--- src/rtl/golden_nonce_buffer.sv ---
// golden_nonce_buffer
//
// Captures every winning (nonce, hash) pair reported by the hash/target
// comparator into a small FIFO. The host drains it through a valid/ready port.
// Hits and dropped hits are counted for the host status registers.
//
// Ports:
//   clk        system clock, rising edge
//   rst_n      asynchronous active-low reset
//   clear      synchronous clear: empties FIFO and zeroes both counters
//   cmp_valid  comparator evaluated a hash this cycle
//   cmp_hit    evaluated hash met the target (qualified by cmp_valid)
//   cmp_nonce  nonce that produced cmp_hash
//   cmp_hash   hash under evaluation
//   out_valid  FIFO head holds an entry
//   out_ready  host consumes the head entry this cycle
//   out_nonce  head nonce, 0 when out_valid is low
//   out_hash   head hash, 0 when out_valid is low
//   level      current occupancy
//   full       level == DEPTH
//   hit_cnt    saturating count of all hits, dropped ones included
//   drop_cnt   saturating count of hits lost because the FIFO was full

module golden_nonce_buffer #(
  parameter int DEPTH   = 4,
  parameter int NONCE_W = 32,
  parameter int HASH_W  = 256,
  parameter int CNT_W   = 16
) (
  input  logic                       clk,
  input  logic                       rst_n,
  input  logic                       clear,
  input  logic                       cmp_valid,
  input  logic                       cmp_hit,
  input  logic [NONCE_W-1:0]         cmp_nonce,
  input  logic [HASH_W-1:0]          cmp_hash,
  output logic                       out_valid,
  input  logic                       out_ready,
  output logic [NONCE_W-1:0]         out_nonce,
  output logic [HASH_W-1:0]          out_hash,
  output logic [$clog2(DEPTH):0]     level,
  output logic                       full,
  output logic [CNT_W-1:0]           hit_cnt,
  output logic [CNT_W-1:0]           drop_cnt
);

  localparam int PTR_W = $clog2(DEPTH);
  localparam int LVL_W = PTR_W + 1;

  logic [NONCE_W-1:0] nonce_mem [DEPTH];
  logic [HASH_W-1:0]  hash_mem  [DEPTH];

  logic [PTR_W-1:0] wr_ptr;
  logic [PTR_W-1:0] rd_ptr;

  logic hit;
  logic pop;
  logic push;
  logic drop;

  // Occupancy is the only source of empty/full; pointers just wrap naturally
  // because DEPTH is a power of two.
  assign out_valid = (level != '0);
  assign full      = (level == LVL_W'(DEPTH));

  // A pop frees a slot in the same cycle, so a full FIFO that is being drained
  // still accepts the incoming hit.
  assign hit  = cmp_valid & cmp_hit;
  assign pop  = out_valid & out_ready;
  assign push = hit & (~full | pop);
  assign drop = hit & full & ~pop;

  // Head is read straight from registered storage (first-word fall-through),
  // gated so the host never sees stale RAM contents.
  assign out_nonce = out_valid ? nonce_mem[rd_ptr] : '0;
  assign out_hash  = out_valid ? hash_mem[rd_ptr]  : '0;

  // Storage RAM carries no reset; a clear suppresses the write so a hit in the
  // clear cycle leaves no trace.
  always_ff @(posedge clk) begin
    if (push && !clear) begin
      nonce_mem[wr_ptr] <= cmp_nonce;
      hash_mem[wr_ptr]  <= cmp_hash;
    end
  end

  // Pointers and occupancy. clear overrides any push/pop in the same cycle.
  always_ff @(posedge clk or negedge rst_n) begin
    if (!rst_n) begin
      wr_ptr <= '0;
      rd_ptr <= '0;
      level  <= '0;
    end else if (clear) begin
      wr_ptr <= '0;
      rd_ptr <= '0;
      level  <= '0;
    end else begin
      if (push) begin
        wr_ptr <= wr_ptr + PTR_W'(1);
      end
      if (pop) begin
        rd_ptr <= rd_ptr + PTR_W'(1);
      end
      if (push && !pop) begin
        level <= level + LVL_W'(1);
      end else if (pop && !push) begin
        level <= level - LVL_W'(1);
      end
    end
  end

  // Statistics counters saturate at all-ones rather than wrapping, so the host
  // can tell "very many" from "a few".
  always_ff @(posedge clk or negedge rst_n) begin
    if (!rst_n) begin
      hit_cnt  <= '0;
      drop_cnt <= '0;
    end else if (clear) begin
      hit_cnt  <= '0;
      drop_cnt <= '0;
    end else begin
      if (hit && (hit_cnt != '1)) begin
        hit_cnt <= hit_cnt + CNT_W'(1);
      end
      if (drop && (drop_cnt != '1)) begin
        drop_cnt <= drop_cnt + CNT_W'(1);
      end
    end
  end

endmodule

--- config.mk ---
export PLATFORM = sky130hd
export DESIGN_NAME = golden_nonce_buffer
export DESIGN_NICKNAME = d
export VERILOG_FILES = /design/src/rtl/golden_nonce_buffer.sv
export SDC_FILE = /design/constraint.sdc
export NUM_CORES = 1
export LEC_CHECK = 0
export CELL_PAD_IN_SITES_DETAIL_PLACEMENT = 0
export CELL_PAD_IN_SITES_GLOBAL_PLACEMENT = 1
export CORE_ASPECT_RATIO = 2
export CORE_UTILIZATION = 35
export DETAILED_ROUTE_END_ITERATION = 10
export HOLD_SLACK_MARGIN = 0.1
export PLACE_DENSITY = 0.67
export RECOVER_POWER = 25
export SLEW_MARGIN = 20
export SYNTH_ARGS = -nofsm -noshare
export SYNTH_HDL_FRONTEND = slang
export SYNTH_SLANG_ARGS = --single-unit
export TNS_END_PERCENT = 50
--- constraint.sdc ---
create_clock -name clk -period 12.2 [get_ports clk]
set_input_delay 2.44 -clock clk [delete_from_list [all_inputs] [get_ports clk]]
set_output_delay 2.44 -clock clk [all_outputs]
set_load 0.03 [all_outputs]
## Word-level counts from Yosys, hierarchy flattened

Memory sizes are Yosys's and may differ from the RTL's.
Index checks and enable logic that the tools add are counted.
W data, S select, Z words.

| storage, ports and cells | value |
|---|---|
| flip-flop bits (word level) | 39 |
| memory bits (writable) | 1,152 |
| bits of input ports | 294 |
| logic and storage cells | 53 |
| memories | 2 |

Memory list:

| memory | words | width | read ports | clocked after Yosys merged registers in | write ports | RTL line | source |
|---|---|---|---|---|---|---|---|
| hash_mem | 4 | 256 | 1 | 0 | 1 | 51 | `logic [HASH_W-1:0] hash_mem [DEPTH];` |
| nonce_mem | 4 | 32 | 1 | 0 | 1 | 50 | `logic [NONCE_W-1:0] nonce_mem [DEPTH];` |

| cells by class | value |
|---|---|
| $add $sub $neg | 6 |
| eq/ne operators | 3 |
| muxes and demuxes | 15 |
| bitwise logic cells | 8 |
| reduce and logical (&&, ||, !) cells | 14 |

Operators with widths:

| cell | number |
|---|---|
| $mux W256 | 1 |
| $mux W16 | 4 |
| $add A16 B1 Y16 const B | 2 |
| $mux W32 | 1 |
| $ne A16 B16 Y1 const B | 2 |
| $mux W3 | 3 |
| $mux W2 | 4 |
| $reduce_bool A2 Y1 | 4 |
| $reduce_bool A3 Y1 | 2 |
| $and A1 B1 Y1 | 5 |
| $logic_and A1 B1 Y1 | 5 |
| $add A2 B1 Y2 const B | 2 |
| $add A3 B1 Y3 const B | 1 |
| $eq A3 B3 Y1 const B | 1 |
| $logic_not A1 Y1 | 3 |
| $sub A3 B1 Y3 const B | 1 |
| $mux W1 | 2 |
| $not A1 Y1 | 2 |
| $or A1 B1 Y1 | 1 |

## Longest topological paths before layout

Gate-level depths: netlist of run 1.

| depth | value |
|---|---|
| depth in word-level cells | 9 |
| mapped depth | 10 |

## Worst setup path after synthesis of run 1

OpenSTA, ideal clock, no wires.

| timing | value |
|---|---|
| path kind | input port to flip-flop |
| from | in cmp_valid |
| to | mem hash_mem[0][0], enable pin |
| setup time | 0.686 ns |
| arrival time | 9.544 ns |
| data required time | 11.514 ns |
| path slack | 1.970 ns |
| stages on the path | 4 |
| path through | nand2_1 > clkbuf_1 > nor3_1 > and2_1 |

| between the ends | value |
|---|---|
| word-level cells in the longest chain between the ends | 5 |

RTL lines:

| item | RTL line | source |
|---|---|---|
| start, declared | 33 | `input logic cmp_valid,` |
| $and A1 B1 Y1 | 68 | `assign hit = cmp_valid & cmp_hit;` |
| $and A1 B1 Y1 | 70 | `assign push = hit & (~full \| pop);` |
| $logic_and A1 B1 Y1 | 81 | `if (push && !clear) begin` |
| $mux W1 | 81 |  |
| $mux W1 (not written as such) | 83 | `hash_mem[wr_ptr] <= cmp_hash;` |
| end, declared | 51 |  |

Every way passes these cells.

## Worst setup path in the final report of run 1

| timing | value |
|---|---|
| from | reg rd_ptr[1] |
| to | out out_hash[139] |

| between the ends | value |
|---|---|
| word-level cells in the longest chain between the ends | 2 |

RTL lines:

| item | RTL line | source |
|---|---|---|
| start, declared | 54 | `logic [PTR_W-1:0] rd_ptr;` |
| start signal, assigned | 102 | `rd_ptr <= rd_ptr + PTR_W'(1);` |
| $mem_v2 Z4 W256 | n/a |  |
| $mux W256 | 76 | `assign out_hash = out_valid ? hash_mem[rd_ptr] : '0;` |
| end, declared | 40 | `output logic [HASH_W-1:0] out_hash,` |

Every way passes these cells.

==> run summary, run 1 <==
synthesized netlist net count -> 2399
via total after detailed routing -> 22490
overall die area -> 132500 um^2
insertion delay to the later sink of the worst-skew pair -> 0.70 ns
Reg clk slew, reported paths -> 0.07 ns
worst slack at placement -> 5.579 ns
Nets -> 3038
share of post-route cells with drive strength above 1 -> 17.49%
maximum ir drop on the vdd rail -> 0.1338 mV
number of max-cap violations -> 0
WL final -> 105.2 mm
max-slew headroom at the worst pin -> 27.17%
maximum clock skew at final layout -> 0.02906 ns
proportion of netlist area held by the largest area contributor -> 75.46%
clock tree from TritonCTS -> yes
CTS root buffer -> sky130_fd_sc_hd__clkbuf_16
placement row count -> 187
status -> complete, no violations
type of destination of the critical path -> output port
synthesized flop and latch total -> 1191
number of routed nets with antenna violations -> 0
delay-heaviest family, CP -> buffers and inverters
Port-buffer cells -> 618
Static Leakage -> 17.81 nW
Pwr Density -> 174.6 nW/um^2
core region area -> 129900 um^2
area of the mapped netlist -> 45840 um^2
Routed WL per cell -> 23.19 um
width of the die -> 257.9 um
prevailing post-synth register cell -> sky130_fd_sc_hd__edfxtp_1
ratio of routed vias to standard cells -> 4.956
Period minus WS final -> 6.967 ns
required time of the critical path -> 9.76 ns
peak fanout along the critical path -> 130
leading area contributor after synthesis -> sky130_fd_sc_hd__edfxtp_1
standard cell with the maximum stage delay on the critical path -> sky130_fd_sc_hd__dfrtp_4
post-synth cell types -> 49
cell count after synthesis -> 2098
startpoint type of the worst setup path -> flip-flop
sequential fraction of the synthesis area -> 77.59%
pin count of the biggest net entering global routing -> 132
# IOs -> 619
accumulated negative setup slack -> 0 ns
Buffers & Inverters on Critical Path -> 3
EDFF count, synth -> 1152
Clock H-tree levels -> 3
Hold Worst Slack -> 0.5827 ns
final hold viol count -> 0
final setup vio count -> 0
DRC violation total after the first TritonRoute iteration -> 1334
Least-Margin Pin Slew -> 1.092 ns
remaining global-route overflow -> 0
average instance area after synthesis -> 21.85 um^2
number of buffers inserted to repair setup after CTS -> 0
signed area change from the synthesized netlist to the final layout -> 25.08%
placer congestion estimate -> 0.8370
largest cells by area after synthesis -> sky130_fd_sc_hd__edfxtp_1 (75%), sky130_fd_sc_hd__mux4_2 (14%), sky130_fd_sc_hd__and2_1 (4.0%)
quantity of hold-fixing buffers added after cts -> 0
via count of the first global-routing pass -> 24530
cell types with the highest counts after synthesis -> sky130_fd_sc_hd__edfxtp_1 (1152), sky130_fd_sc_hd__and2_1 (296), sky130_fd_sc_hd__mux4_2 (288)
drc violations -> 0
highest attainable clock frequency -> 143.5 MHz
endpoint arrival time on the critical path -> 4.53 ns
CTS Buf Count -> 105
die extent in y -> 513.8 um
Overall Global Routing Usage -> 15.89%
Worst path max stage delay -> 0.78 ns
final cycle utilization of the critical path -> 57.11%
Detailed Place HPWL -> 65.49 mm
number of antenna violations at the first check in global routing -> 60
Initial Util -> 35.30%
async set-or-reset flop fraction in the synthesized netlist -> 3.275%
number of warnings printed during yosys synthesis -> 0
number of sinks handled by clock tree synthesis -> 1191
CP cell instances -> buf_4 -> buf_12 -> mux4_2 -> and2_1 -> clkdlybuf4s50_1
RSZ-0062 raised after global routing -> no
worst hold-check path type -> flip-flop to flip-flop
global-route wire length before repair -> 158.2 mm
number of fillers in the final layout -> 11110
type of the worst setup path -> flip-flop to output port
maximum buffer depth of the clock tree -> 3
Final Worst Setup Slack -> 5.233 ns
PnR Total Power -> 10.01 mW
cells resized by post-CTS repair -> 0
library cell with the highest instance count after synthesis -> sky130_fd_sc_hd__edfxtp_1
Max Transition Viols Final -> 0
router iterations before antenna repair -> 5
## metal layers
| layer | global-route usage [%] | wire [um] | vias up |
|---|---|---|---|
| li1 | - | - | 9841 |
| met1 | 18.85 | 40270 | 11620 |
| met2 | 26.79 | 52770 | 747 |
| met3 | 5.590 | 9180 | 219 |
| met4 | 5.131 | 2591 | 64 |
| met5 | 0 | 414 | - |
## metrics by stage
stage | util, % | area, um^2 | instances
2_1_floorplan | - | 45840 | 2098
3_3_place_gp | 41.51 | 53900 | 4329
3_5_place_dp | 41.51 | 53900 | 4329
4_1_cts | 44.08 | 57240 | 4517
5_1_grt | 44.15 | 57340 | 4535
6_report | 44.16 | 57340 | 4538
## report_power, final
| group | internal [mW] | switching, mW | leakage (nW) |
|---|---|---|---|
| Combinational | 0.942 | 1.24 | 5.24 |
| Sequential | 4.55 | 0.0280 | 10.9 |
| Clock | 1.79 | 1.46 | 1.62 |
| Total | 7.29 | 2.73 | 17.8 |
## kinds of logic after synthesis
| group | after synthesis | share of synthesized area (%) |
|---|---|---|
| flops | 1191 | 77.59 |
| simple gates | 414 | 5.524 |
| mux | 306 | 14.59 |
| buf+inv | 118 | 1.201 |
| compound gates | 57 | 0.7997 |
| fa+ha+maj | 7 | 0.2074 |
| xor+xnor | 5 | 0.09554 |
## sequential cells by signal, indices dropped and copies added, names as in the netlist
register and cells:
hit_cnt 16, level 3, hash_mem 1024, rd_ptr 2, drop_cnt 16, nonce_mem 128, wr_ptr 2
## worst paths after layout
check                            from                to  slack [ns]  cells past startpoint
setup / recovery            rd_ptr[1]     out_hash[139]        5.23                      5
hold / removal             hit_cnt[9]        hit_cnt[9]        0.58                      2
setup reg to reg             level[1]  hash_mem[3][139]        8.29                      5
hold reg to reg            hit_cnt[9]        hit_cnt[9]        0.58                      2
max in group asynchronous       rst_n         rd_ptr[1]        9.56                      1
min in group asynchronous       rst_n      drop_cnt[15]        1.90                      1
## cell type report
class | count | area, um^2 | share of cell area, %
Antenna cell | 19 | 47.55 | 0.08291
Clock buffer | 127 | 2731 | 4.763
Clock inverter | 61 | 606.8 | 1.058
Inverter | 8 | 30.03 | 0.05237
Multi-Input combinational cell | 789 | 9739 | 16.98
Sequential cell | 1191 | 35580 | 62.04
Tap cell | 1701 | 2128 | 3.711
Timing Repair Buffer | 642 | 6484 | 11.31
## cell usage in the layout, fill, tap and decap left out, types with 6 or more instances in the layout
cell type	synthesis	layout
sky130_fd_sc_hd__buf_12	0	7
sky130_fd_sc_hd__diode_2	0	19
sky130_fd_sc_hd__clkbuf_16	0	106
sky130_fd_sc_hd__inv_1	8	8
sky130_fd_sc_hd__clkbuf_1	50	21
sky130_fd_sc_hd__clkdlybuf4s50_1	0	437
sky130_fd_sc_hd__clkinv_2	0	17
sky130_fd_sc_hd__dlygate4sd3_1	0	179
sky130_fd_sc_hd__o31ai_1	8	8
sky130_fd_sc_hd__mux2_2	14	14
sky130_fd_sc_hd__or4_1	9	9
sky130_fd_sc_hd__nand4_1	10	10
sky130_fd_sc_hd__and2_1	296	292
sky130_fd_sc_hd__mux4_2	288	288
sky130_fd_sc_hd__clkinvlp_4	0	6
sky130_fd_sc_hd__buf_4	9	15
sky130_fd_sc_hd__ha_1	6	6
sky130_fd_sc_hd__nand2_1	17	17
sky130_fd_sc_hd__dfrtp_1	39	37
sky130_fd_sc_hd__edfxtp_1	1152	1152
sky130_fd_sc_hd__nor2_1	23	23
sky130_fd_sc_hd__a21oi_1	26	26
sky130_fd_sc_hd__inv_6	0	8
sky130_fd_sc_hd__nand3_1	13	13
sky130_fd_sc_hd__bufinv_16	0	9
sky130_fd_sc_hd__clkinv_1	0	17
sky130_fd_sc_hd__nor2b_1	16	16
## worst register-to-register path, cell delays in order, from the launching register on
cell and delay, ns:
sky130_fd_sc_hd__dfrtp_1 0.59, sky130_fd_sc_hd__nor4b_4 0.17, sky130_fd_sc_hd__nor3_1 0.36, sky130_fd_sc_hd__and2_4 0.66, sky130_fd_sc_hd__buf_4 0.80, sky130_fd_sc_hd__buf_12 0.69
Power figures use the tool's default switching activity.
==> run 2: changes to the inputs <==
==> constraint.sdc (replaced) <==
create_clock -name clk -period 7 [get_ports clk]
set_input_delay 1.4 -clock clk [delete_from_list [all_inputs] [get_ports clk]]
set_output_delay 1.4 -clock clk [all_outputs]
set_load 0.03 [all_outputs]
==> run 2 against run 1 <==
Effect of this change: first-iteration DRC count increased by 6.7%; hold slack got worse by 0.0050 ns; total power increased by 78%; clock power increased by 86%; cell count increased by 0.40%; combinational power increased by 73%.
==> run summary, run 2 (same netlist as run 1, synthesis figures left out) <==
status -> complete, no violations
die extent in y -> 513.8 um
standard cell with the maximum stage delay on the critical path -> sky130_fd_sc_hd__clkdlybuf4s50_1
signed area change from the synthesized netlist to the final layout -> 26.09%
start point of the worst hold path -> hit_cnt[9]
required time of the critical path -> 5.60 ns
maximum ir drop on the vdd rail -> 0.2434 mV
share of power burned in registers -> 44.9%
final hold viol count -> 0
ratio of routed vias to standard cells -> 4.969
worst slack at placement -> 2.143 ns
number of fillers in the final layout -> 11130
drc violations -> 0
number of routed nets with antenna violations -> 0
Final Worst Setup Slack -> 1.819 ns
max-slew headroom at the worst pin -> 32.35%
number of antenna violations at the first check in global routing -> 59
RSZ-0062 raised after global routing -> no
Least-Margin Pin Slew -> 1.015 ns
accumulated negative setup slack -> 0 ns
R2R Path Start -> level[1]
final cycle utilization of the critical path -> 74.02%
Routed WL per cell -> 23.51 um
Hold Path Sink -> hit_cnt[9]
Max Transition Viols Final -> 0
Initial Util -> 35.30%
Port-buffer cells -> 618
commonest non-fill, non-tap cell in the layout -> sky130_fd_sc_hd__edfxtp_1
Nets -> 3043
Overall Global Routing Usage -> 16.15%
type of destination of the critical path -> output port
largest registers in the final layout -> hash_mem (1024), nonce_mem (128)
number of max-cap violations -> 0
number of cells on the worst hold path -> 2
net switching power of the design -> 4.857 mW
part of the total power dissipated in combinational logic -> 21.2%
worst hold-check path type -> flip-flop to flip-flop
maximum buffer depth of the clock tree -> 3
delay-heaviest family, CP -> buffers and inverters
number of buffers inserted to repair setup after CTS -> 0
width of the die -> 257.9 um
Detailed Place HPWL -> 66.86 mm
Clock H-tree levels -> 3
pin count of the biggest net entering global routing -> 162
placer congestion estimate -> 0.8093
insertion delay to the later sink of the worst-skew pair -> 0.71 ns
Placed Cells -> 4336
placement row count -> 187
DRC violation total after the first TritonRoute iteration -> 1423
fin cells -> 4556
highest attainable clock frequency -> 193.0 MHz
via total after detailed routing -> 22640
WL final -> 107.1 mm
most flop-heavy register -> hash_mem
core region area -> 129900 um^2
Static Leakage -> 17.98 nW
global-route wire length before repair -> 160.1 mm
maximum clock skew at final layout -> 0.02861 ns
number of flip-flops under the largest register name -> 1024
type of the worst setup path -> flip-flop to output port
Reg2Reg Depth -> 8
Reg clk slew, reported paths -> 0.07 ns
CTS root buffer -> sky130_fd_sc_hd__clkbuf_16
cells resized by post-CTS repair -> 0
clock tree from TritonCTS -> yes
Pwr Density -> 307.9 nW/um^2
quantity of hold-fixing buffers added after cts -> 0
overall die area -> 132500 um^2
Internal Power -> 12.94 mW
remaining global-route overflow -> 0
final setup vio count -> 0
number of sinks handled by clock tree synthesis -> 1191
peak fanout along the critical path -> 161
CP cell instances -> or3_4 -> buf_12 -> and2_1 -> clkdlybuf4s50_1
Buffers & Inverters on Critical Path -> 2
setup slack on the worst flop-to-flop path -> 3.50 ns
share of post-route cells with drive strength above 1 -> 18.01%
worst flop-to-flop path endpoint -> level[2]
proportion of total power due to net switching -> 27.29%
startpoint type of the worst setup path -> flip-flop
Period minus WS final -> 5.181 ns
top library cells by usage in the layout, fill and taps aside -> sky130_fd_sc_hd__edfxtp_1 (1152), sky130_fd_sc_hd__clkdlybuf4s50_1 (442), sky130_fd_sc_hd__and2_1 (292), sky130_fd_sc_hd__mux4_2 (288), sky130_fd_sc_hd__dlygate4sd3_1 (176)
# IOs -> 619
router iterations before antenna repair -> 6
endpoint arrival time on the critical path -> 3.78 ns
CTS Buf Count -> 105
Clock power frac -> 33.9%
Worst path max stage delay -> 0.76 ns
via count of the first global-routing pass -> 24530
==> run 2: worst max path at each step <==
stage              start               end  cells past startpoint  slack [ns]
4_1_cts         level[1]     out_hash[189]                      4        1.72
2_1_floorplan  cmp_valid    hash_mem[0][0]                      4       -2.19
3_5_place_dp   cmp_valid  hash_mem[0][154]                      5        2.14
6_report        level[1]     out_hash[191]                      4        1.82
3_3_place_gp   cmp_valid  hash_mem[0][154]                      5        2.16
5_1_grt         level[1]     out_hash[189]                      4        1.61
==> run 2: per-stage QoR <==
stage	cell area [um^2]	utilization [%]	hold slack, ns	total power, mW
after floorplan	45850	-	0.5602	10.40
after global placement	54130	41.68	0.5487	11.99
after detailed placement	54130	41.68	0.5611	12.01
after CTS	57740	44.47	0.5711	18.10
after global routing	57780	44.49	0.5856	18.44
final	57800	44.51	0.5777	17.80
==> run 2: area by class of cell <==
class                           count  area (um^2)  area share, %
Timing Repair Buffer              647         6654          11.51
Inverter                            8        30.03        0.05195
Sequential cell                  1191        35580          61.55
Clock buffer                      119         2690          4.654
Tap cell                         1701         2128          3.682
Antenna cell                       24        60.06         0.1039
Clock inverter                     77        925.9          1.602
Multi-Input combinational cell    789         9739          16.85
==> run 2: tightest hold or removal path, delay by kind of cell, from the launching register on <==
family / cells / cell delay, ns
flops: 1 / 0.41
compound gates: 2 / 0.13
==> run 2: power groups by stage <==
stage / clock, mW / sequential (mW) / combinational (mW)
after global routing: 6.44 / 8.01 / 3.99
final: 6.03 / 7.99 / 3.77
after detailed placement: 0 / 8.15 / 3.86
after floorplan: 0 / 8.14 / 2.26
after CTS: 6.22 / 8.00 / 3.88
after global placement: 0 / 8.14 / 3.84
==> run 2: per-layer routing <==
| metal | routed length (um) | global-route usage, % | share of wire (%) |
|---|---|---|---|
| met5 | 324 | 0 | 0.30 |
| met2 | 54580 | 27.40 | 51 |
| met4 | 2364 | 5.366 | 2.2 |
| met1 | 40210 | 18.93 | 38 |
| met3 | 9627 | 5.718 | 9.0 |
==> run 3: changes to the inputs <==
--- a/config.mk
+++ b/config.mk
@@ -11,7 +11,7 @@
 export CORE_UTILIZATION = 35
 export DETAILED_ROUTE_END_ITERATION = 10
 export HOLD_SLACK_MARGIN = 0.1
-export PLACE_DENSITY = 0.67
+export PLACE_DENSITY = 0.7
 export RECOVER_POWER = 25
 export SLEW_MARGIN = 20
 export SYNTH_ARGS = -nofsm -noshare
==> constraint.sdc (replaced) <==
create_clock -name clk -period 4.44 [get_ports clk]
set_input_delay 0.888 -clock clk [delete_from_list [all_inputs] [get_ports clk]]
set_output_delay 0.888 -clock clk [all_outputs]
set_load 0.03 [all_outputs]
==> run 3 against run 2 <==
Effect of this change: setup slack got worse by 1.6 ns; clock skew decreased by 0.0026 ns; clock power increased by 43%.
==> run summary, run 3 (same netlist as run 1, synthesis figures left out) <==
placement row count -> 187
maximum buffer depth of the clock tree -> 3
Hold Worst Slack -> 0.5754 ns
Reg clk slew, reported paths -> 0.06 ns
flip-flop and latch area -> 35580 um^2
status -> complete, no violations
drc violations -> 0
CTS Buf Count -> 103
Least-Margin Pin Slew -> 0.7575 ns
maximum clock skew at final layout -> 0.02600 ns
ratio of routed vias to standard cells -> 4.980
Port-buffer cells -> 618
number of buffers inserted to repair setup after CTS -> 0
startpoint type of the worst setup path -> flip-flop
number of cells on the worst hold path -> 2
Clock H-tree levels -> 3
Buffers & Inverters on Critical Path -> 3
highest attainable clock frequency -> 239.2 MHz
max-slew headroom at the worst pin -> 49.12%
accumulated negative setup slack -> 0 ns
die extent in y -> 513.8 um
CP dominant cell by count -> sky130_fd_sc_hd__buf_12
worst flop-to-flop path endpoint -> level[2]
remaining global-route overflow -> 0
maximum ir drop on the vdd rail -> 0.4360 mV
clock tree from TritonCTS -> yes
PnR Total Power -> 27.36 mW
number of fillers in the final layout -> 11070
CTS root buffer -> sky130_fd_sc_hd__clkbuf_16
width of the die -> 257.9 um
area taken by multi-input logic gates -> 9747 um^2
Worst path max stage delay -> 0.67 ns
standard cell with the maximum stage delay on the critical path -> sky130_fd_sc_hd__dfrtp_4
Static Leakage -> 18.26 nW
most flop-heavy register -> hash_mem
Pwr Density -> 469.7 nW/um^2
Overall Global Routing Usage -> 16.25%
R2R Path Start -> level[0]
number of routed nets with antenna violations -> 0
required time of the critical path -> 3.55 ns
global-route wire length before repair -> 161.0 mm
number of sinks handled by clock tree synthesis -> 1191
type of the worst setup path -> flip-flop to output port
placer congestion estimate -> 0.8124
Reg2Reg Depth -> 8
Period minus WS final -> 4.181 ns
delay-heaviest family, CP -> buffers and inverters
number of flip-flops under the largest register name -> 1024
via count of the first global-routing pass -> 24900
# IOs -> 619
final setup vio count -> 0
final hold viol count -> 0
Detailed Place HPWL -> 73.13 mm
Hold Path Sink -> hit_cnt[9]
start point of the worst hold path -> hit_cnt[9]
signed area change from the synthesized netlist to the final layout -> 27.06%
worst hold-check path type -> flip-flop to flip-flop
CP cell instances -> buf_12 -> buf_12 -> mux4_2 -> and2_1 -> clkdlybuf4s50_1
Max Transition Viols Final -> 0
type of destination of the critical path -> output port
Nets -> 3114
endpoint arrival time on the critical path -> 3.29 ns
number of max-cap violations -> 0
via total after detailed routing -> 22960
RSZ-0062 raised after global routing -> no
pin count of the biggest net entering global routing -> 88
core region area -> 129900 um^2
peak fanout along the critical path -> 20
Post-Route Utilization -> 44.86%
Final Worst Setup Slack -> 0.2590 ns
largest registers in the final layout -> hash_mem (1024), nonce_mem (128)
final cycle utilization of the critical path -> 94.17%
commonest non-fill, non-tap cell in the layout -> sky130_fd_sc_hd__edfxtp_1
Initial Util -> 35.30%
number of antenna violations at the first check in global routing -> 44
WL final -> 108.1 mm
top library cells by usage in the layout, fill and taps aside -> sky130_fd_sc_hd__edfxtp_1 (1152), sky130_fd_sc_hd__clkdlybuf4s50_1 (441), sky130_fd_sc_hd__and2_1 (292), sky130_fd_sc_hd__mux4_2 (288), sky130_fd_sc_hd__dlygate4sd3_1 (177)
overall die area -> 132500 um^2
Routed WL per cell -> 23.45 um
worst slack at placement -> 0.8251 ns
cells resized by post-CTS repair -> 0
setup slack on the worst flop-to-flop path -> 1.29 ns
insertion delay to the later sink of the worst-skew pair -> 0.69 ns
share of post-route cells with drive strength above 1 -> 19.38%
DRC violation total after the first TritonRoute iteration -> 1630
router iterations before antenna repair -> 5
## run 3: stage by stage
| stage | cell area (um^2) | instances |
|---|---|---|
| 2_1_floorplan | 45850 | 2098 |
| 3_3_place_gp | 54980 | 4408 |
| 3_5_place_dp | 54980 | 4408 |
| 4_1_cts | 58200 | 4594 |
| 5_1_grt | 58230 | 4603 |
| 6_report | 58250 | 4610 |
## run 3: final cells by class
type	count	area share, %
multi-input combinational	790	16.73
timing repair buffer	719	12.89
sequential	1191	61.08
inverter	8	0.05155
clock inverter	67	1.005
clock buffer	119	4.528
antenna	15	0.06444
tap	1701	3.654
## run 3: worst reg2reg max path: stages, from the launching register on
cell	delay, ns
sky130_fd_sc_hd__dfrtp_1	0.64
sky130_fd_sc_hd__or3_4	0.50
sky130_fd_sc_hd__buf_12	0.29
sky130_fd_sc_hd__nand2_1	0.19
sky130_fd_sc_hd__and2_1	0.20
sky130_fd_sc_hd__fa_1	0.43
sky130_fd_sc_hd__or3_1	0.40
sky130_fd_sc_hd__a31oi_1	0.25
sky130_fd_sc_hd__a21oi_1	0.10
## run 3: worst max path at each step
stage                   start        endpoint  slack [ns]  cells past startpoint
finish              rd_ptr[0]   out_hash[208]        0.26                      5
global route        rd_ptr[0]     out_hash[2]        0.08                      4
CTS                  level[1]    out_hash[94]        0.06                      4
detailed placement  out_ready        level[2]        0.83                      8
global placement    out_ready        level[2]        0.75                      8
floorplan           cmp_valid  hash_mem[0][0]       -1.00                      4
## run 3: report_power, final
part	leakage (nW)	switching (mW)	internal (mW)
logic	5.76	3.41	2.74
clock network	1.56	3.99	4.64
registers	10.9	0.0838	12.5
## run 3: what timing repair did
item                       4_1_cts  5_1_grt
setup endpoints to repair        0        1
hold endpoints to repair         0        0
hold buffers                     0        0
## run 3: metal layers
| layer | global-route usage, % | wire length, um |
|---|---|---|
| met2 | 29.05 | 57090 |
| met4 | 4.799 | 2476 |
| met3 | 5.008 | 8555 |
| met1 | 18.43 | 39820 |
| met5 | 0 | 165 |
